**src/rtl/cpu_control_fsm.sv**
```systemverilog
// Multi-cycle RV32 control sequencer: walks each instruction through
// FETCH/DECODE/EXEC/MEM/WB, raises the datapath strobes for each step,
// counts retired instructions and parks in a sticky FAULT state on an
// illegal opcode or a memory that never answers.
module cpu_control_fsm #(
  parameter int TIMEOUT = 16
) (
  input  logic        clk,
  input  logic        rst,
  input  logic [31:0] instruction,
  input  logic        imem_ready,
  input  logic        dmem_ready,
  input  logic        branch_taken,
  output logic        imem_req,
  output logic        ir_we,
  output logic        pc_we,
  output logic        pc_src,
  output logic        alu_a_pc,
  output logic        alu_b_imm,
  output logic        alu_force_add,
  output logic        dmem_req,
  output logic        dmem_we,
  output logic        rf_we,
  output logic [1:0]  wb_sel,
  output logic [2:0]  state,
  output logic        fault,
  output logic [31:0] instret
);

  typedef enum logic [2:0] {
    S_FETCH  = 3'd0,
    S_DECODE = 3'd1,
    S_EXEC   = 3'd2,
    S_MEM    = 3'd3,
    S_WB     = 3'd4,
    S_FAULT  = 3'd5
  } state_t;

  localparam logic [6:0] OPC_LUI    = 7'b0110111;
  localparam logic [6:0] OPC_AUIPC  = 7'b0010111;
  localparam logic [6:0] OPC_OPIMM  = 7'b0010011;
  localparam logic [6:0] OPC_OP     = 7'b0110011;
  localparam logic [6:0] OPC_LOAD   = 7'b0000011;
  localparam logic [6:0] OPC_STORE  = 7'b0100011;
  localparam logic [6:0] OPC_JAL    = 7'b1101111;
  localparam logic [6:0] OPC_BRANCH = 7'b1100011;

  // Last wait cycle tolerated before giving up on a memory
  localparam logic [7:0] WAIT_LIMIT = 8'(TIMEOUT - 1);

  state_t      state_q, state_d;
  logic [7:0]  wait_q, wait_d;
  logic [31:0] instret_q, instret_d;
  logic [6:0]  opc_q, opc_d;
  logic        retire;
  logic        waiting;
  logic        unused_instr_bits;

  // Only the opcode field steers the sequencer; the rest belongs to the datapath
  assign unused_instr_bits = ^instruction[31:7];

  // State register, wait counter, opcode latched in DECODE and retire counter
  always_ff @(posedge clk) begin
    if (rst) begin
      state_q   <= S_FETCH;
      wait_q    <= 8'd0;
      instret_q <= 32'd0;
      opc_q     <= 7'd0;
    end else begin
      state_q   <= state_d;
      wait_q    <= wait_d;
      instret_q <= instret_d;
      opc_q     <= opc_d;
    end
  end

  // Next-state and strobe decode; reset masks every strobe in the same cycle
  always_comb begin
    state_d       = state_q;
    opc_d         = opc_q;
    retire        = 1'b0;
    waiting       = 1'b0;
    imem_req      = 1'b0;
    ir_we         = 1'b0;
    pc_we         = 1'b0;
    pc_src        = 1'b0;
    alu_a_pc      = 1'b0;
    alu_b_imm     = 1'b0;
    alu_force_add = 1'b0;
    dmem_req      = 1'b0;
    dmem_we       = 1'b0;
    rf_we         = 1'b0;
    wb_sel        = 2'd0;

    case (state_q)
      S_FETCH: begin
        imem_req = 1'b1;
        if (imem_ready) begin
          ir_we   = 1'b1;
          state_d = S_DECODE;
        end else if (wait_q == WAIT_LIMIT) begin
          state_d = S_FAULT;
        end else begin
          waiting = 1'b1;
        end
      end
      S_DECODE: begin
        opc_d = instruction[6:0];
        case (instruction[6:0])
          OPC_LUI, OPC_AUIPC, OPC_OPIMM, OPC_OP,
          OPC_LOAD, OPC_STORE, OPC_JAL, OPC_BRANCH: state_d = S_EXEC;
          default:                                  state_d = S_FAULT;
        endcase
      end
      S_EXEC: begin
        case (opc_q)
          OPC_LUI, OPC_OP: state_d = S_WB;
          OPC_OPIMM: begin
            alu_b_imm = 1'b1;
            state_d   = S_WB;
          end
          OPC_AUIPC, OPC_JAL: begin
            alu_a_pc      = 1'b1;
            alu_b_imm     = 1'b1;
            alu_force_add = 1'b1;
            state_d       = S_WB;
          end
          OPC_LOAD, OPC_STORE: begin
            alu_b_imm     = 1'b1;
            alu_force_add = 1'b1;
            state_d       = S_MEM;
          end
          OPC_BRANCH: begin
            pc_we   = 1'b1;
            pc_src  = branch_taken;
            retire  = 1'b1;
            state_d = S_FETCH;
          end
          default: state_d = S_FAULT;
        endcase
      end
      S_MEM: begin
        dmem_req = 1'b1;
        dmem_we  = (opc_q == OPC_STORE);
        if (dmem_ready) begin
          if (opc_q == OPC_STORE) begin
            pc_we   = 1'b1;
            retire  = 1'b1;
            state_d = S_FETCH;
          end else begin
            state_d = S_WB;
          end
        end else if (wait_q == WAIT_LIMIT) begin
          state_d = S_FAULT;
        end else begin
          waiting = 1'b1;
        end
      end
      S_WB: begin
        rf_we   = 1'b1;
        pc_we   = 1'b1;
        pc_src  = (opc_q == OPC_JAL);
        retire  = 1'b1;
        state_d = S_FETCH;
        case (opc_q)
          OPC_LUI:  wb_sel = 2'd2;
          OPC_LOAD: wb_sel = 2'd1;
          OPC_JAL:  wb_sel = 2'd3;
          default:  wb_sel = 2'd0;
        endcase
      end
      S_FAULT: state_d = S_FAULT;
      default: state_d = S_FAULT;
    endcase

    if (rst) begin
      retire        = 1'b0;
      imem_req      = 1'b0;
      ir_we         = 1'b0;
      pc_we         = 1'b0;
      pc_src        = 1'b0;
      alu_a_pc      = 1'b0;
      alu_b_imm     = 1'b0;
      alu_force_add = 1'b0;
      dmem_req      = 1'b0;
      dmem_we       = 1'b0;
      rf_we         = 1'b0;
      wb_sel        = 2'd0;
    end

    wait_d    = (state_d != state_q) ? 8'd0 : (waiting ? wait_q + 8'd1 : wait_q);
    instret_d = retire ? instret_q + 32'd1 : instret_q;
  end

  assign state   = rst ? 3'd0 : state_q;
  assign fault   = ~rst & (state_q == S_FAULT);
  assign instret = rst ? 32'd0 : instret_q;

endmodule

```
**config.mk**
```make
export PLATFORM = sky130hd
export DESIGN_NAME = cpu_control_fsm
export DESIGN_NICKNAME = d
export VERILOG_FILES = /design/src/rtl/cpu_control_fsm.sv
export SDC_FILE = /design/constraint.sdc
export NUM_CORES = 1
export LEC_CHECK = 0
export ABC_CLOCK_PERIOD_IN_PS = 3950
export CORE_MARGIN = 2
export CORE_UTILIZATION = 24
export CTS_CLUSTER_SIZE = 8
export DETAILED_ROUTE_END_ITERATION = 7
export DONT_BUFFER_PORTS = 1
export GPL_ROUTABILITY_DRIVEN = 1
export HOLD_SLACK_MARGIN = 0.05
export MAX_ROUTING_LAYER = met4
export PLACE_DENSITY = 0.47
export SLEW_MARGIN = 40
export SYNTH_ARGS = -nofsm -noshare
export SYNTH_HDL_FRONTEND = slang
export SYNTH_SLANG_ARGS = --single-unit
```
**constraint.sdc**
```tcl
create_clock -name clk -period 3.95 [get_ports clk]
set_input_delay 0.79 -clock clk [delete_from_list [all_inputs] [get_ports clk]]
set_output_delay 0.79 -clock clk [all_outputs]
set_load 0.01 [all_outputs]
```
==> metrics.txt <==
outcome=finished clean; Final Net Count=413; Synthesized Nets=426; initial antenna violation count=0; Die ar.=0.0134 mm2; Final Wtd Congestion=0.832; # placed instances=535; Clock Power Share=40.7%; CTS Buffer Depth=2; Die Y=116 um; Mapped Area=0.00300 mm2; delay-heaviest family, CP=simple AND/OR/NAND/NOR gates; worst min path class=reg -> reg; Pins Over Slew Limit=0; combinational family with the most area after synthesis=simple AND/OR/NAND/NOR gates; Starting DRT DRC Count=169; Max FO, Critical Path=20; DRT antenna net count=0; drt pass-1 iters=5; layout cells sized above 1=5.61%; Reg power frac=51.3%; vias in the first global route=2474; Bufs and invs on worst path=1; postcts setup bufs=0; Simple-Gate Fraction of Synth Area=38.4%; GRT Residual Overflow=0; top sig layer=met4; dominant cells by area after synthesis=dfxtp_1 (33%), nor2b_1 (6.0%), nand2_1 (5.3%); CTS Root Cell=clkbuf_16; Synth Area in XOR/XNOR=2.92%; cell count after synthesis=387; met1 wire length=3.74 mm; clk slew on worst S/H paths=70 ps; Starting Density=24.8%; Overall Global Routing Usage=12.3%; Post-synth top cells=dfxtp_1 (50), nand2_1 (42), nor2_1 (37), a21oi_1 (31), nor2b_1 (29); Clock Latency Late Sink=290 ps; Boundary Pins=85; Setup-failing EPs final=0; Met3 Routed Length=468 um; Final Core Density=27.0%; synthesis-stage register bit count=50; # diodes=0; Avg Inst Size Synth=7.75 um2; Synth Flop Type=dfxtp_1; top-count cell post-synth=dfxtp_1; CP peak stage delay=630 ps; Inserted Clock Buffers=5; H-Tree Depth=2; Slew HR=53.0%; Design Power=1.04 mW; Rows=40; worst-margin pin slew=699 ps; Routed WL=7.95 mm; pin count of the biggest net entering global routing=84; power density cells=318 mW/mm2; cts repair resizes=0; # fillers=1352; fraction of registers with async set/reset=0%; Req. time, crit path=3160 ps; CTS Hold Bufs=0; Pint=0.778 mW; Critical Path End Type=primary output; critical path class=reg -> out; Critical-path top delay cell=dfxtp_1; crit path launch type=flip-flop; unrepaired setup endpoints after global routing=no; dpl hpwl=5.81 mm; Via-to-Cell Ratio=5.02; largest area contributor in the netlist=dfxtp_1; Max Fclk=0.329 GHz; mux cell area share after synthesis=3.63%; # DRC=0; VDD IR max=0.144 mV; skew final=8.65 ps; Setup TNS=0 ps; routed length on met2=3.66 mm; post-synth top area share=33.4%; P_leak=1.04 nW; Synth warnings=0; Post-Synth Adder-Cell Area=0.834%; max-cap violation count=0; Buffers on Ports=0; Seq/Total Area, Yosys=33.4%; Psw=0.263 mW; Die Span X=116 um; post-synth cell types=55; number of flops mapped to enable cells by yosys=0; Clock Sinks=50; global-route wire length before repair=12.8 mm; final cell count without fillers=542; Sw Ratio=25.2%; post-synthesis compound-gate area fraction=16.1%; routed via count=2720; crit path DAT=2250 ps; minimum clock period=3040 ps; Core ar.=0.0121 mm2; wire per inst=14.7 um; Tcrit/Tclk final=77.0%; combinational fraction of design power=7.9%; critical-path cell list=or4b_4 -> nor4_4 -> nor3_2 -> buf_4 -> nor2_1; area grow syn2layout=9.22%; Hold Vio Cnt, Final=0; CTS tree=done
==> cell usage in the layout, fill, tap and decap left out, types with 3 or more instances in the layout <==
cell type / n
buf_4: 3
o21ai_0: 10
mux2i_1: 3
nor2b_1: 29
nor4_1: 4
nand2b_1: 4
xor2_1: 7
mux2_1: 7
nor3_1: 11
a21oi_1: 31
nand4_1: 8
or3_1: 8
nor2_1: 37
and3_1: 6
xnor2_1: 3
inv_1: 10
clkbuf_16: 5
dfxtp_1: 50
nand2_1: 42
nor3_2: 3
and4_1: 5
and2_1: 6
o31ai_1: 10
nand3_1: 16
or4_1: 14
or2_2: 3
==> worst reg2reg max path: cells and delay by family, from the launching register on <==
| kind | cells | cell delay (ps) |
|---|---|---|
| flops | 1 | 630 |
| simple gates | 3 | 1190 |
| buf+inv | 1 | 220 |
| mux | 1 | 350 |
| compound gates | 1 | 90 |
==> path summary, 6_finish.rpt <==
path	start	to	slack [ps]	depth (start not counted)
setup reg to reg	state_q[1]	instret_q[13]	1370	6
hold / removal	instret_q[22]	instret_q[22]	490	2
setup / recovery	state_q[1]	pc_we	910	5
hold reg to reg	instret_q[22]	instret_q[22]	490	2
==> cells by family (layout without fill, tap and decap cells) <==
kind of cell,count (synthesis),after routing
xor+xnor,10,10
mux,10,10
flops,50,50
fa+ha+maj,2,2
simple gates,208,208
buf+inv,33,20
compound gates,74,74
==> metrics by stage <==
step | hold slack [ps] | worst slack (ps) | instance area (um2)
3_3_place_gp | 464 | 1250 | 3130
4_1_cts | 489 | 883 | 3270
2_1_floorplan | 456 | 1130 | 3000
6_report | 487 | 907 | 3280
3_5_place_dp | 479 | 1210 | 3130
5_1_grt | 517 | 747 | 3280
==> flip-flops by register name, summed over array words and instances, names as in the netlist <==
signal     flops
wait_q         8
state_q        3
opc_q          7
instret_q     32
==> power groups by stage <==
stage	Clock (mW)	Combinational [mW]	Sequential (mW)
6_report	0.424	0.0823	0.534
5_1_grt	0.459	0.0945	0.537
4_1_cts	0.441	0.0833	0.534
3_5_place_dp	0	0.0829	0.546
3_3_place_gp	0	0.0820	0.545
2_1_floorplan	0	0.0889	0.533
==> layout make-up <==
cell class | instances | area (um2) | share of cell area (%)
multi-input combinational | 304 | 1870 | 57.0
tap | 168 | 210 | 6.42
clock inverter | 1 | 7.51 | 0.229
inverter | 10 | 37.5 | 1.15
sequential | 50 | 1000 | 30.6
clock buffer | 6 | 129 | 3.93
timing repair buffer | 3 | 22.5 | 0.688
==> metal layers <==
layer / GRT usage (%) / up-vias
met1: 15.7 / 1268
met4: 3.41 / 0
met2: 19.2 / 66
met5: - / -
met3: 3.50 / 7
li1: - / 1379
(Power assumes the default switching activity.)
